==> config.mk <==
export PLATFORM = sky130hd
export DESIGN_NAME = rgb2ycbcr_pipe_flat
export DESIGN_NICKNAME = d
export VERILOG_FILES = /design/src/rtl/rgb2ycbcr_pipe_if.sv /design/src/rtl/rgb2ycbcr_pipe.sv /design/src/flat_wrapper.sv
export SDC_FILE = /design/constraint.sdc
export NUM_CORES = 1
export LEC_CHECK = 0
export CAP_MARGIN = 20
export CORE_AREA = 2 2 239 241
export DETAILED_ROUTE_END_ITERATION = 8
export DIE_AREA = 0 0 241 243
export PLACE_DENSITY = 0.6
export SLEW_MARGIN = 20
export SYNTH_ARGS = -nofsm -noshare
export SYNTH_HDL_FRONTEND = slang
export SYNTH_SLANG_ARGS = --single-unit
==> constraint.sdc <==
create_clock -name i_clk -period 5.7 [get_ports i_clk]
set_input_delay 1.14 -clock i_clk [delete_from_list [all_inputs] [get_ports i_clk]]
set_output_delay 1.14 -clock i_clk [all_outputs]
set_load 0.02 [all_outputs]
==> src/rtl/rgb2ycbcr_pipe_if.sv <==
// Pixel bus: three colour channels plus line/frame-active syncs.
// No latency of its own; carries one pixel per clock.
// No backpressure: the consumer must accept every beat.
//
// Ports (signals): ch0_dat/ch1_dat/ch2_dat  colour channels (R/G/B or Y/Cb/Cr)
//                  hsync                     line active
//                  vsync                     frame active
interface rgb2ycbcr_pipe_if #(
    parameter int P_DATA_WIDTH = 8
);
    logic [P_DATA_WIDTH-1:0] ch0_dat;
    logic [P_DATA_WIDTH-1:0] ch1_dat;
    logic [P_DATA_WIDTH-1:0] ch2_dat;
    logic                    hsync;
    logic                    vsync;

    modport master (output ch0_dat, ch1_dat, ch2_dat, hsync, vsync);
    modport slave  (input  ch0_dat, ch1_dat, ch2_dat, hsync, vsync);
endinterface

==> src/rtl/rgb2ycbcr_pipe.sv <==
// RGB to YCbCr / gray / bypass converter, BT.601 or BT.709, rounded and saturated.
// Fixed 4-cycle latency for data and syncs in every mode.
// No backpressure: one pixel accepted and produced every clock.
//
// Ports: i_clk, i_rst_n (async active-low)
//        pix_i      slave  bus: R/G/B on ch0/ch1/ch2, hsync, vsync
//        i_mode     0 gray, 1 YCbCr, 2/3 bypass (latched at frame start)
//        i_std      0 BT.601, 1 BT.709      (latched at frame start)
//        pix_o      master bus: Y/Cb/Cr (or gray, or R/G/B), hsync&vsync, vsync
//        o_cfg_mode, o_cfg_std  configuration currently applied
module rgb2ycbcr_pipe #(
    parameter int P_DATA_WIDTH = 8,
    parameter int P_COEF_FRAC  = 10
) (
    input  logic                    i_clk,
    input  logic                    i_rst_n,
    rgb2ycbcr_pipe_if.slave         pix_i,
    input  logic [1:0]              i_mode,
    input  logic                    i_std,
    rgb2ycbcr_pipe_if.master        pix_o,
    output logic [1:0]              o_cfg_mode,
    output logic                    o_cfg_std
);
    localparam int DW = P_DATA_WIDTH;
    localparam int W  = P_DATA_WIDTH + 12;

    if (P_COEF_FRAC != 10) begin : g_chk_frac
        $error("rgb2ycbcr_pipe: P_COEF_FRAC must be 10");
    end
    if (P_DATA_WIDTH < 8 || P_DATA_WIDTH > 12) begin : g_chk_width
        $error("rgb2ycbcr_pipe: P_DATA_WIDTH must be in 8..12");
    end

    typedef logic signed [W-1:0]  acc_t;
    typedef logic        [DW-1:0] pix_t;
    typedef logic signed [11:0]   coef_t;

    localparam acc_t ROUND   = acc_t'(2 ** (P_COEF_FRAC - 1));
    localparam acc_t OFFSET  = acc_t'(2 ** (DW - 1));
    localparam acc_t PIX_MAX = acc_t'(2 ** DW - 1);

    // Row order Y, Cb, Cr; column order R, G, B.
    localparam coef_t C601 [9] = '{ 12'sd306,  12'sd601,  12'sd117,
                                   -12'sd173, -12'sd339,  12'sd512,
                                    12'sd512, -12'sd429, -12'sd83 };
    localparam coef_t C709 [9] = '{ 12'sd218,  12'sd732,  12'sd74,
                                   -12'sd117, -12'sd395,  12'sd512,
                                    12'sd512, -12'sd465, -12'sd47 };

    function automatic acc_t mul(input pix_t x, input coef_t c);
        acc_t xe;
        acc_t ce;
        xe = acc_t'({1'b0, x});
        ce = acc_t'(c);
        return xe * ce;
    endfunction

    function automatic pix_t sat(input acc_t v);
        if (v[W-1])
            return '0;
        else if (v > PIX_MAX)
            return '1;
        else
            return v[DW-1:0];
    endfunction

    // Pipeline state. Index 0/1/2 of the rgb/out vectors = ch0/ch1/ch2.
    logic [2:0][DW-1:0] rgb0_d, rgb0_q, rgb1_d, rgb1_q, rgb2_d, rgb2_q, out_d, out_q;
    acc_t               prod_d [9];
    acc_t               prod_q [9];
    acc_t               sum_d  [3];
    acc_t               sum_q  [3];
    logic               hs0_q, vs0_q, hs1_q, vs1_q, hs2_q, vs2_q, hs3_q, vs3_q;
    logic               vld0, vld1, vld2;

    // Frame-start configuration latch.
    logic [1:0]         cfg_mode_d, cfg_mode_q;
    logic               cfg_std_d, cfg_std_q;
    logic               low_seen_d, low_seen_q;
    logic               vs_rise, std_eff;
    coef_t              coef [9];
    acc_t               y_sh, cb_sh, cr_sh;
    pix_t               y_px, cb_px, cr_px;

    assign vld0 = hs0_q & vs0_q;
    assign vld1 = hs1_q & vs1_q;
    assign vld2 = hs2_q & vs2_q;

    // A frame start only counts once vsync has been seen low since reset, so a
    // frame already running at reset release keeps the reset configuration.
    assign vs_rise = vs0_q & ~vs1_q & low_seen_q;

    always_comb begin
        low_seen_d = low_seen_q | ~pix_i.vsync;
        cfg_mode_d = cfg_mode_q;
        cfg_std_d  = cfg_std_q;
        if (vs_rise) begin
            cfg_mode_d = i_mode;
            cfg_std_d  = i_std;
        end
    end

    // The first pixel of a frame is multiplied in the same cycle the standard
    // is latched, so it must see the incoming value rather than the register.
    assign std_eff = vs_rise ? i_std : cfg_std_q;

    always_comb begin
        if (std_eff)
            coef = C709;
        else
            coef = C601;
    end

    always_comb begin
        // S0: register inputs, zeroed outside the active area
        rgb0_d = '0;
        if (pix_i.hsync && pix_i.vsync)
            rgb0_d = {pix_i.ch2_dat, pix_i.ch1_dat, pix_i.ch0_dat};

        // S1: nine products, plus bypass copy
        prod_d = '{default: '0};
        rgb1_d = '0;
        if (vld0) begin
            prod_d[0] = mul(rgb0_q[0], coef[0]);
            prod_d[1] = mul(rgb0_q[1], coef[1]);
            prod_d[2] = mul(rgb0_q[2], coef[2]);
            prod_d[3] = mul(rgb0_q[0], coef[3]);
            prod_d[4] = mul(rgb0_q[1], coef[4]);
            prod_d[5] = mul(rgb0_q[2], coef[5]);
            prod_d[6] = mul(rgb0_q[0], coef[6]);
            prod_d[7] = mul(rgb0_q[1], coef[7]);
            prod_d[8] = mul(rgb0_q[2], coef[8]);
            rgb1_d    = rgb0_q;
        end

        // S2: row sums with the half-LSB rounding term folded in
        sum_d  = '{default: '0};
        rgb2_d = '0;
        if (vld1) begin
            sum_d[0] = prod_q[0] + prod_q[1] + prod_q[2] + ROUND;
            sum_d[1] = prod_q[3] + prod_q[4] + prod_q[5] + ROUND;
            sum_d[2] = prod_q[6] + prod_q[7] + prod_q[8] + ROUND;
            rgb2_d   = rgb1_q;
        end

        // S3: floor shift, chroma offset, clamp, output mode select
        y_sh  = sum_q[0] >>> P_COEF_FRAC;
        cb_sh = sum_q[1] >>> P_COEF_FRAC;
        cr_sh = sum_q[2] >>> P_COEF_FRAC;
        y_px  = sat(y_sh);
        cb_px = sat(cb_sh + OFFSET);
        cr_px = sat(cr_sh + OFFSET);
        out_d = '0;
        if (vld2) begin
            case (cfg_mode_q)
                2'd0:    out_d = {y_px, y_px, y_px};
                2'd1:    out_d = {cr_px, cb_px, y_px};
                default: out_d = rgb2_q;
            endcase
        end
    end

    always_ff @(posedge i_clk or negedge i_rst_n) begin
        if (!i_rst_n) begin
            rgb0_q     <= '0;
            rgb1_q     <= '0;
            rgb2_q     <= '0;
            out_q      <= '0;
            prod_q     <= '{default: '0};
            sum_q      <= '{default: '0};
            hs0_q      <= 1'b0;
            vs0_q      <= 1'b0;
            hs1_q      <= 1'b0;
            vs1_q      <= 1'b0;
            hs2_q      <= 1'b0;
            vs2_q      <= 1'b0;
            hs3_q      <= 1'b0;
            vs3_q      <= 1'b0;
            cfg_mode_q <= 2'd1;
            cfg_std_q  <= 1'b0;
            low_seen_q <= 1'b0;
        end else begin
            rgb0_q     <= rgb0_d;
            rgb1_q     <= rgb1_d;
            rgb2_q     <= rgb2_d;
            out_q      <= out_d;
            prod_q     <= prod_d;
            sum_q      <= sum_d;
            hs0_q      <= pix_i.hsync;
            vs0_q      <= pix_i.vsync;
            hs1_q      <= hs0_q;
            vs1_q      <= vs0_q;
            hs2_q      <= hs1_q;
            vs2_q      <= vs1_q;
            hs3_q      <= hs2_q;
            vs3_q      <= vs2_q;
            cfg_mode_q <= cfg_mode_d;
            cfg_std_q  <= cfg_std_d;
            low_seen_q <= low_seen_d;
        end
    end

    assign pix_o.ch0_dat = out_q[0];
    assign pix_o.ch1_dat = out_q[1];
    assign pix_o.ch2_dat = out_q[2];
    assign pix_o.hsync   = hs3_q & vs3_q;
    assign pix_o.vsync   = vs3_q;
    assign o_cfg_mode    = cfg_mode_q;
    assign o_cfg_std     = cfg_std_q;
endmodule

==> src/flat_wrapper.sv <==
// flat-port wrapper written by rule: the top's interface ports become plain ports
module rgb2ycbcr_pipe_flat 
#(
    parameter int P_DATA_WIDTH = 8,
    parameter int P_COEF_FRAC  = 10
)
  (i_clk, i_rst_n, i_mode, i_std, o_cfg_mode, o_cfg_std, pix_i_ch0_dat, pix_i_ch1_dat, pix_i_ch2_dat, pix_i_hsync, pix_i_vsync, pix_o_ch0_dat, pix_o_ch1_dat, pix_o_ch2_dat, pix_o_hsync, pix_o_vsync);
  rgb2ycbcr_pipe_if #(.P_DATA_WIDTH(P_DATA_WIDTH)) pix_i_i ();
  rgb2ycbcr_pipe_if #(.P_DATA_WIDTH(P_DATA_WIDTH)) pix_o_i ();
  input  logic i_clk;
  input  logic i_rst_n;
  input  logic [1:0] i_mode;
  input  logic i_std;
  output logic [1:0] o_cfg_mode;
  output logic o_cfg_std;
  input wire logic [$bits(pix_i_i.ch0_dat)-1:0] pix_i_ch0_dat;
  input wire logic [$bits(pix_i_i.ch1_dat)-1:0] pix_i_ch1_dat;
  input wire logic [$bits(pix_i_i.ch2_dat)-1:0] pix_i_ch2_dat;
  input wire logic [$bits(pix_i_i.hsync)-1:0] pix_i_hsync;
  input wire logic [$bits(pix_i_i.vsync)-1:0] pix_i_vsync;
  output wire logic [$bits(pix_o_i.ch0_dat)-1:0] pix_o_ch0_dat;
  output wire logic [$bits(pix_o_i.ch1_dat)-1:0] pix_o_ch1_dat;
  output wire logic [$bits(pix_o_i.ch2_dat)-1:0] pix_o_ch2_dat;
  output wire logic [$bits(pix_o_i.hsync)-1:0] pix_o_hsync;
  output wire logic [$bits(pix_o_i.vsync)-1:0] pix_o_vsync;
  assign pix_i_i.ch0_dat = pix_i_ch0_dat;
  assign pix_i_i.ch1_dat = pix_i_ch1_dat;
  assign pix_i_i.ch2_dat = pix_i_ch2_dat;
  assign pix_i_i.hsync = pix_i_hsync;
  assign pix_i_i.vsync = pix_i_vsync;
  assign pix_o_ch0_dat = pix_o_i.ch0_dat;
  assign pix_o_ch1_dat = pix_o_i.ch1_dat;
  assign pix_o_ch2_dat = pix_o_i.ch2_dat;
  assign pix_o_hsync = pix_o_i.hsync;
  assign pix_o_vsync = pix_o_i.vsync;
  rgb2ycbcr_pipe #(.P_DATA_WIDTH(P_DATA_WIDTH), .P_COEF_FRAC(P_COEF_FRAC)) u_core (.i_clk(i_clk), .i_rst_n(i_rst_n), .pix_i(pix_i_i), .i_mode(i_mode), .i_std(i_std), .pix_o(pix_o_i), .o_cfg_mode(o_cfg_mode), .o_cfg_std(o_cfg_std));
endmodule
==> results of run 1 <==
## per-stage QoR
| stage | worst slack [ns] | std cells | power (mW) |
|---|---|---|---|
| 6_report | 0.143 | 3579 | 7.62 |
| 5_1_grt | 0.00488 | 3579 | 8.22 |
| 4_1_cts | 0.129 | 3579 | 7.68 |
| 3_5_place_dp | -0.470 | 3521 | 5.44 |
| 3_3_place_gp | -0.416 | 3521 | 5.37 |
| 2_1_floorplan | 0.000123 | 2541 | 4.32 |
## logic make-up (layout without fill, tap and decap cells)
| logic type | after synthesis | count (layout) |
|---|---|---|
| AOI/OAI and AO/OA | 351 | 351 |
| xor gates and xnor gates | 93 | 93 |
| adders and majority gates | 668 | 668 |
| buffers and inverters | 617 | 899 |
| DFF | 262 | 262 |
| muxes | 13 | 13 |
| other | 2 | 23 |
| and+or+nand+nor | 514 | 514 |
## report_power, final
| group | switching, mW | internal (mW) |
|---|---|---|
| sequential | 0.171 | 2.03 |
| clock | 0.827 | 1.37 |
| combinational | 1.78 | 1.45 |
## registers in the layout, indices dropped and copies added, names as in the netlist, 2 cells and up
| signal | cells |
|---|---|
| u_core.cb_sh | 10 |
| u_core.rgb0_q | 24 |
| u_core.rgb2_q | 24 |
| u_core.o_cfg_mode | 2 |
| u_core.sum_q | 10 |
| u_core.pix_o.ch0_dat | 8 |
| u_core.prod_q | 126 |
| u_core.pix_o.ch2_dat | 8 |
| u_core.cr_sh | 10 |
| u_core.pix_o.ch1_dat | 8 |
| u_core.rgb1_q | 22 |
## worst max-delay path, stage by stage
cell and delay (ns):
clkdlybuf4s50_1 0.50, mux2i_4 0.08, inv_1 0.10, buf_12 0.15, nand2_4 0.06, buf_4 0.19
fa_1 0.40, inv_1 0.09, fa_1 0.42, ha_1 0.29, inv_1 0.05, fa_1 0.56
inv_1 0.05, ha_1 0.28, a21o_1 0.16, a21o_1 0.19, a2111o_1 0.44, nand3b_1 0.17
nand3b_1 0.17, a41oi_2 0.25, mux2i_1 0.29
## cells in the final DEF (no fill, tap or decap), types with 7 or more instances in the layout
cell             netlist  final
inv_1                551    549
ha_1                 402    402
fa_1                 266    266
dfrtp_1              261    261
buf_4                  0    228
nor2_1               146    144
nand2_1              112    109
a21oi_1              103    103
and3_1               101    101
o21ai_0               78     76
xnor2_1               58     58
clkdlybuf4s50_1        0     58
nor3_1                40     40
a21o_1                37     37
xor2_1                35     35
clkbuf_16              0     31
a31oi_1               27     26
nand2b_1              24     24
conb_1                 2     23
nand3_1               21     21
o21a_1                19     19
o21bai_1              14     14
nor2b_1               13     13
nor3b_1               12     11
a211oi_1              11     11
mux2i_1                9      9
o21ai_1                7      8
and2_1                 7      7
clkbuf_8               0      7
## routing by layer
layer  track usage (%)  wire length, um  up-vias
met4              5.10             1560        0
met3              2.18             2290       84
met2              37.4            30300      336
li1                  -                -     8662
met1              31.7            29100     8785
met5                 0                0        -
## synthesized netlist by cell type (all sizes together), types with 10 or more instances
master  number
inv        551
ha         402
fa         266
dfrtp      261
nor2       147
nand2      112
a21oi      104
and3       102
o21ai       86
xnor2       58
clkbuf      55
nor3        40
a21o        37
xor2        35
a31oi       27
nand2b      24
nand3       22
o21a        19
o21bai      14
nor2b       13
a211oi      12
nor3b       12
buf         10
mux2i       10
## timing repair
action                                  in CTS  in global routing
setup buffers                                0                  0
gates resized for setup                      0                 12
endpoints found under the setup margin       0                 11
## area by class of cell
type                            count  area, um2  share of cell area (%)
Clock buffer                       44        895                    3.05
Clock inverter                     14        250                   0.854
Inverter                          552       2070                    7.07
Multi-Input combinational cell   1662      16200                    55.4
Sequential cell                   262       6560                    22.4
Tap cell                          756        946                    3.23
Timing Repair Buffer              289       2350                    8.01
## path summary, 6_finish.rpt
kind	cells after the start	end	start	slack (ns)
max in group asynchronous	2	u_core.rgb0_q[6]	i_rst_n	3.82
hold reg to reg	0	u_core.pix_o.vsync	u_core.vs2_q	0.37
min in group asynchronous	1	u_core.sum_q[57]	i_rst_n	0.61
setup / recovery	21	u_core.prod_q[37]	i_std	0.14
hold / removal	0	u_core.pix_o.vsync	u_core.vs2_q	0.37
setup reg to reg	21	u_core.prod_q[37]	u_core.vs1_q	0.26
==> reports/qor.yml, run 1 <==
synth:
  netlist_area_um2: 25000
  synthMuxAreaShare_pct: 0.551
  ys_seq_area_share_pct: 26.3
  synth_fa_ha_area_share_pct: 41.5
  synth-edff-count: 0
  ys_ff_latch: 262
  yosysTopAreaCell: "dfrtp_1"
  synth_xor_area_share_pct: 3.26
  synth_top_family_by_area: "adder cells"
  yosysUniqueCellTypes: 79
  synthTopCellsByArea: "dfrtp_1 (26%), fa_1 (21%), ha_1 (20%)"
  synth_top_area_share_pct: 26.1
  synthSimpleGateAreaFrac_pct: 10.2
  async_flop_share_pct: 100
  synthCells: 2520
  synth_compound_area_share_pct: 9.01
  ys.flop_type: "dfrtp_1"
  syn_avg_cell_area_um2: 9.91
  yosys_warnings: 0
sta:
  fmax_ghz: 0.180
  fin_crit_sh_pct: 97.5
  setup_viol: 0
  final-max-slew-violation-count: 0
  fin_setup_tns_ns: 0
  final.min_clock_period_ns: 5.56
  relSlewSlack_pct: 33.2
  skew_ns: 0.0258
  tightest_slew_ns: 0.999
  final_hold_viol_count: 0
  fin_worst_hold_slack_ns: 0.373
  rsz0062_at_grt: "false"
floorplan:
  die_w_um: 241
  initial_core_util_pct: 44.6
  die_h_um: 243
  rows: 87
  io_pins: 60
  core_area_um2: 56000
  die_area_um2: 58600
clock_tree:
  hold_buffers: 0
  cts.sinks: 262
  clkTransAtPathRegs_ns: 0.06
  clock_latency_ns: 0.60
  htree_levels: 1
  cts_tree: "yes"
  cts_made_buffers: 31
  clockBufferDepth: 3
  cts_root_buffer: "clkbuf_16"
final_layout:
  final_area_um2: 29300
  nFillCells: 5142
  final_layout_size_suffix_gt1_share_pct: 11.3
  num_antenna_cells: 0
  fin_nets: 3497
  final_core_util_pct: 52.4
  areaGrowthSynthToFinish_pct: 17.4
routing:
  firstDrtPassIters: 5
  drt_iter0_drc: 1048
  dr_total_vias: 17867
  post_drt_via_cell_ratio: 4.99
  ant_nets: 0
  drcViolationCount: 0
  wl_mm: 63.2
  detail_route.wl_per_cell_um: 17.7
place:
  dp_hpwl_mm: 52.5
  io_buffer_count: 59
  dpl_cell_area_um2: 28100
  gp_congestion: 0.913
global_route:
  antenna_found_initial: 2
  grt_pass1_vias: 18951
  grt_pass1_wl_mm: 103
  grt_max_degree: 125
  grt.overflow.total: 0
  track_usage_pct: 22.5
power:
  p_per_area_nw_per_um2: 260
  p_leak_nw: 16.6
  irDropWorstVdd_mv: 0.255
worst_setup_path:
  cp_max_fo: 14
  end_kind: "flop"
  critical_path_arrival_ns: 6.04
  critPathKind: "input port to flop"
  start_kind: "input port"
  cp.required_ns: 6.19
flow_run:
  drv_cap: 0
worst_hold_path:
  hold_class: "flop to flop"
run_status:
  outcome: "finished, final reports clean"
Power figures use the tool's default switching activity.
==> inputs of run 2 (changes only) <==
--- a/config.mk
+++ b/config.mk
@@ -9,7 +9,7 @@
 export CORE_AREA = 2 2 239 241
 export DETAILED_ROUTE_END_ITERATION = 8
 export DIE_AREA = 0 0 241 243
-export PLACE_DENSITY = 0.6
+export PLACE_DENSITY = 0.58
 export SLEW_MARGIN = 20
 export SYNTH_ARGS = -nofsm -noshare
 export SYNTH_HDL_FRONTEND = slang
==> constraint.sdc (replaced) <==
create_clock -name i_clk -period 7 [get_ports i_clk]
set_input_delay 1.4 -clock i_clk [delete_from_list [all_inputs] [get_ports i_clk]]
set_output_delay 1.4 -clock i_clk [all_outputs]
set_load 0.02 [all_outputs]
==> run 2 against run 1 <==
Combinational power shrank 25%; non-clock buffer count decreased by 206; clock skew shrank 0.0075 ns; worst hold slack got worse by 0.00050 ns; final cell count shrank 5.8%; cell area decreased by 5.6%; critical endpoint is now u_core.prod_q[97]; largest power group unchanged.
==> reports/qor.yml, run 2 (synthesis results as in run 1) <==
routing:
  post_drt_via_cell_ratio: 5.09
  drcViolationCount: 0
  wl_met2_mm: 28.9
  dr_total_vias: 17167
  detail_route.wl_per_cell_um: 18.2
  drt_iter0_drc: 839
  wl_mm: 61.2
  ant_nets: 0
  routed.top_layer: "met4"
  wl_met3_mm: 2.65
  met1_length_mm: 28.1
  firstDrtPassIters: 5
clock_tree:
  cts_tree: "yes"
  cts_made_buffers: 31
  post-cts-setup-buffers: 0
  hold_buffers: 0
  cts_root_buffer: "clkbuf_16"
  cts_resized: 0
  cts.sinks: 262
  htree_levels: 1
  clock_latency_ns: 0.60
  clockBufferDepth: 3
  clkTransAtPathRegs_ns: 0.06
power:
  p_int_mw: 3.67
  p_comb_share_pct: 41.0
  pwr-share-seq_pct: 30.2
  p_sw_mw: 2.22
  p_per_area_nw_per_um2: 213
  totalPowerFinal_mw: 5.89
  p_leak_nw: 15.5
  swShare_pct: 37.7
  irDropWorstVdd_mv: 0.180
  pwr-share-clk_pct: 28.8
global_route:
  grt_max_degree: 169
  grt.overflow.total: 0
  antenna_found_initial: 2
  track_usage_pct: 21.8
  grt_pass1_vias: 18049
  grt_pass1_wl_mm: 99.0
floorplan:
  die_w_um: 241
  rows: 87
  die_area_um2: 58600
  initial_core_util_pct: 44.6
  core_area_um2: 56000
  io_pins: 60
  die_h_um: 243
sta:
  relSlewSlack_pct: 16.1
  rsz0062_at_grt: "false"
  final-max-slew-violation-count: 0
  final.min_clock_period_ns: 6.12
  skew_ns: 0.0183
  tightest_slew_ns: 1.24
  fmax_ghz: 0.164
  fin_crit_sh_pct: 87.4
  setup_viol: 0
  final_hold_viol_count: 0
  fin_setup_tns_ns: 0
place:
  gp_congestion: 0.877
  io_buffer_count: 59
  dpl_cell_area_um2: 26600
  dp_hpwl_mm: 50.5
worst_setup_path:
  cp-endpoint: "u_core.prod_q[97]"
  cp_max_fo: 29
  critPathKind: "input port to flop"
  rrSetupSlack_ns: 1.10
  r2r-start: "u_core.vs1_q"
  worstSetupStartpoint: "i_std"
  critical_path_arrival_ns: 6.62
  r2r_end: "u_core.prod_q[97]"
  end_kind: "flop"
  start_kind: "input port"
  rr_worst_depth: 20
  cp.required_ns: 7.51
final_layout:
  most-common-layout-cells: "inv_1 (551), ha_1 (402), fa_1 (266), dfrtp_1 (261), nor2_1 (146)"
  final_layout_size_suffix_gt1_share_pct: 3.94
  regMostFlops: "u_core.prod_q"
  final_area_um2: 27700
  layout_commonest_cell: "inv_1"
  areaGrowthSynthToFinish_pct: 10.8
  largest_register_ff_count: 126
  reg_top3: "u_core.prod_q (126), u_core.rgb0_q (24), u_core.rgb2_q (24)"
  fin_nets: 3291
  num_antenna_cells: 0
  final_core_util_pct: 49.5
flow_run:
  drv_cap: 0
worst_hold_path:
  hold_class: "flop to flop"
run_status:
  outcome: "finished, final reports clean"
[run 2: cell types whose count changed in the layout (fill, tap and decap cells not counted), sizes merged]
cell and delta:
bufinv -2, inv -1, clkinv +6, buf -206
clkbuf -4, clkinvlp -2
[run 2: metrics by stage]
stage,setup WS (ns),hold slack (ns),instances
final,0.885,0.373,3370
after global routing,0.654,0.381,3370
after CTS,0.923,0.376,3370
after detailed placement,0.324,0.362,3315
after global placement,0.371,0.358,3315
after floorplan,0.774,0.349,2541
[run 2: power by group through the flow]
stage / clock network, mW / registers [mW] / logic, mW
2_1_floorplan: 0 / 1.75 / 1.76
3_3_place_gp: 0 / 1.81 / 2.38
3_5_place_dp: 0 / 1.81 / 2.42
4_1_cts: 1.74 / 1.78 / 2.44
5_1_grt: 1.81 / 1.79 / 2.77
6_report: 1.70 / 1.78 / 2.42
[run 2: worst min-delay path by stage]
stage	endpoint	depth (start not counted)	startpoint
2_1_floorplan	u_core.vs1_q	0	u_core.vs0_q
3_3_place_gp	u_core.pix_o.vsync	0	u_core.vs2_q
3_5_place_dp	u_core.pix_o.vsync	0	u_core.vs2_q
4_1_cts	u_core.pix_o.vsync	0	u_core.vs2_q
5_1_grt	u_core.hs3_q	0	u_core.hs2_q
6_report	u_core.pix_o.vsync	0	u_core.vs2_q
[run 2: routing by layer]
metal | GRT usage, % | up-vias
met1 | 30.2 | 8503
met5 | 0 | -
met4 | 4.96 | 0
met2 | 36.1 | 324
met3 | 3.14 | 81
li1 | - | 8259
[run 2: cell type report]
| class | instances | area, um2 |
|---|---|---|
| clock buffers | 40 | 880 |
| inverters | 552 | 2070 |
| repair buffers | 83 | 813 |
| clock inverters | 15 | 204 |
| well taps | 756 | 946 |
| fillers | 5188 | 28300 |
| flip-flops and latches | 262 | 6560 |
| multi-input cells | 1662 | 16200 |
[run 2: worst max-delay path: stages]
cell and delay, ns:
clkdlybuf4s50_1 0.44, mux2i_4 0.20, inv_1 0.11, buf_12 0.17, nand2_1 0.20, inv_1 0.11
fa_1 0.46, fa_1 0.51, inv_1 0.05, fa_1 0.46, fa_1 0.54, inv_1 0.04
ha_1 0.31, nor2b_1 0.15, o21ai_1 0.16, a21boi_1 0.12, o31a_1 0.28, o31a_1 0.31
a221oi_1 0.34, mux2i_1 0.22
==> RTL change (flow settings as in run 1) <==
Register the output `o_cfg_mode` once more, without a reset; this adds one clock of latency there. The other outputs are not delayed to match.
--- a/src/rtl/rgb2ycbcr_pipe.sv
+++ b/src/rtl/rgb2ycbcr_pipe.sv
@@ -205,7 +205,9 @@
     assign pix_o.ch2_dat = out_q[2];
     assign pix_o.hsync   = hs3_q & vs3_q;
     assign pix_o.vsync   = vs3_q;
-    assign o_cfg_mode    = cfg_mode_q;
+    always_ff @(posedge i_clk) begin
+        o_cfg_mode <= cfg_mode_q;
+    end
     assign o_cfg_std     = cfg_std_q;
 endmodule
 
Formal check against the unedited RTL: not equivalent (a bounded check fails within 4 cycles, from zero or initial values and one cycle with i_rst_n low).
==> RTL change against run 1 <==
- power grew 1.4%
- cell area grew 1.3%
- non-clock buffer count grew 24
- routed wire length shrank 0.55%
- area after synthesis grew 0.55%
- first-iteration DRC count grew 1.0%
- sequential cell count grew 2
- setup slack gained 0.19 ns
- critical endpoint is now u_core.prod_q[98]$_DFF_PN0_
==> RTL change: results (changes against run 1) <==
Pwr
The maximum resistive drop on vdd came to 0.224 mV (was 0.255 mV). The total net switching power is 2.86 mW (was 2.78 mW). The combinational power share is 42.8% (was 42.3%).

The static leakage power is 16.8 nW (was 16.6 nW).

Synthesis
Most instantiated cells after synthesis: sky130_fd_sc_hd__inv_1 (549), sky130_fd_sc_hd__ha_1 (402), sky130_fd_sc_hd__fa_1 (266) (was sky130_fd_sc_hd__inv_1 (551), sky130_fd_sc_hd__ha_1 (402), sky130_fd_sc_hd__fa_1 (266)). The multiplexer area fraction after synthesis came to 0.463% (was 0.551%). The mean area per synthesized cell is 9.90 um2 (was 9.91 um2). The post-synthesis share of cell area spent on full adders, half adders and majority gates is 41.2% (was 41.5%). The share of flip-flops with an asynchronous set or reset after synthesis is 99.2% (was 100%). Ranking of synthesized cells by area: sky130_fd_sc_hd__dfrtp_1 (26%), sky130_fd_sc_hd__fa_1 (21%), sky130_fd_sc_hd__ha_1 (20%), sky130_fd_sc_hd__inv_1 (8.2%), sky130_fd_sc_hd__and3_1 (2.6%) (was sky130_fd_sc_hd__dfrtp_1 (26%), sky130_fd_sc_hd__fa_1 (21%), sky130_fd_sc_hd__ha_1 (20%), sky130_fd_sc_hd__inv_1 (8.3%), sky130_fd_sc_hd__and3_1 (2.5%)). The post-synthesis share of cell area spent on xor and xnor gates came to 3.17% (was 3.26%).

STA
The smallest hold slack is 0.375 ns (was 0.373 ns). The worst-case clock skew was 0.0285 ns (was 0.0258 ns).

Global route
The met2 track demand over resource is 37.1% (was 37.4%). The largest net degree at the start of global routing is 124 (was 125). The first-pass GRT wire length is 103000 um (about the same). The number of global-route vias before repair was 19268 (was 18951).

The initial antenna violation count is 7 (was 2).

Routing
The post-detailed-route wirelength per cell is 17.4 um (was 17.7 um). The met1 wire length is 28500 um (was 29100 um). The detailed route wirelength on metal3 is 2680 um (was 2290 um). The via total after detailed routing came to 18099 (was 17867).

The detailed-route wire length is 62900 um (was 63200 um). The routed length on met2 is 29800 um (was 30300 um). The top layer used by detailed routing is met5 (was met4).

Cells and area
The number of filler instances in the final layout was 5134 (was 5142). The share of cells above drive strength 1 was 12.5% (was 11.3%).

Placement
The estimated wirelength of the detail-placed design is 52200 um (was 52500 um). The standard cell area after detailed placement is 28400 um2 (was 28100 um2). The worst setup slack after placement is -0.499 ns (was -0.470 ns).

Run status
Result of the run: finished, final reports clean (unchanged).

Critical path
The type of the worst setup path is register to register (was primary input to register). The critical path capture point is u_core.prod_q[98]$_DFF_PN0_ (was u_core.prod_q[37]$_DFF_PN0_).

CTS
The CTS H-tree depth is 2 (was 1).
-- RTL change: cell types whose count changed after synthesis, moves of 3 or more --
cell / change
sky130_fd_sc_hd__xor2_1: -3
sky130_fd_sc_hd__o21ai_0: +6
sky130_fd_sc_hd__and2_1: +3
sky130_fd_sc_hd__or4_1: +3
sky130_fd_sc_hd__nand2_1: +4
sky130_fd_sc_hd__a21oi_1: -3
sky130_fd_sc_hd__nor3_1: -3
-- RTL change: repair_timing --
| action | CTS | global route |
|---|---|---|
| buffers inserted | 0 | 4 |
| setup endpoints to repair | 0 | 38 |
| resized for setup | 0 | 19 |
-- RTL change: layout make-up --
| class | instances | area [um2] | area share (%) |
|---|---|---|---|
| antenna | 1 | 2.50 | 0.00842 |
| clock buffer | 43 | 976 | 3.28 |
| clock inverter | 16 | 178 | 0.598 |
| inverter | 550 | 2060 | 6.95 |
| multi-input combinational | 1678 | 16400 | 55.2 |
| sequential | 264 | 6600 | 22.2 |
| tap | 756 | 946 | 3.18 |
| timing repair buffer | 313 | 2550 | 8.58 |
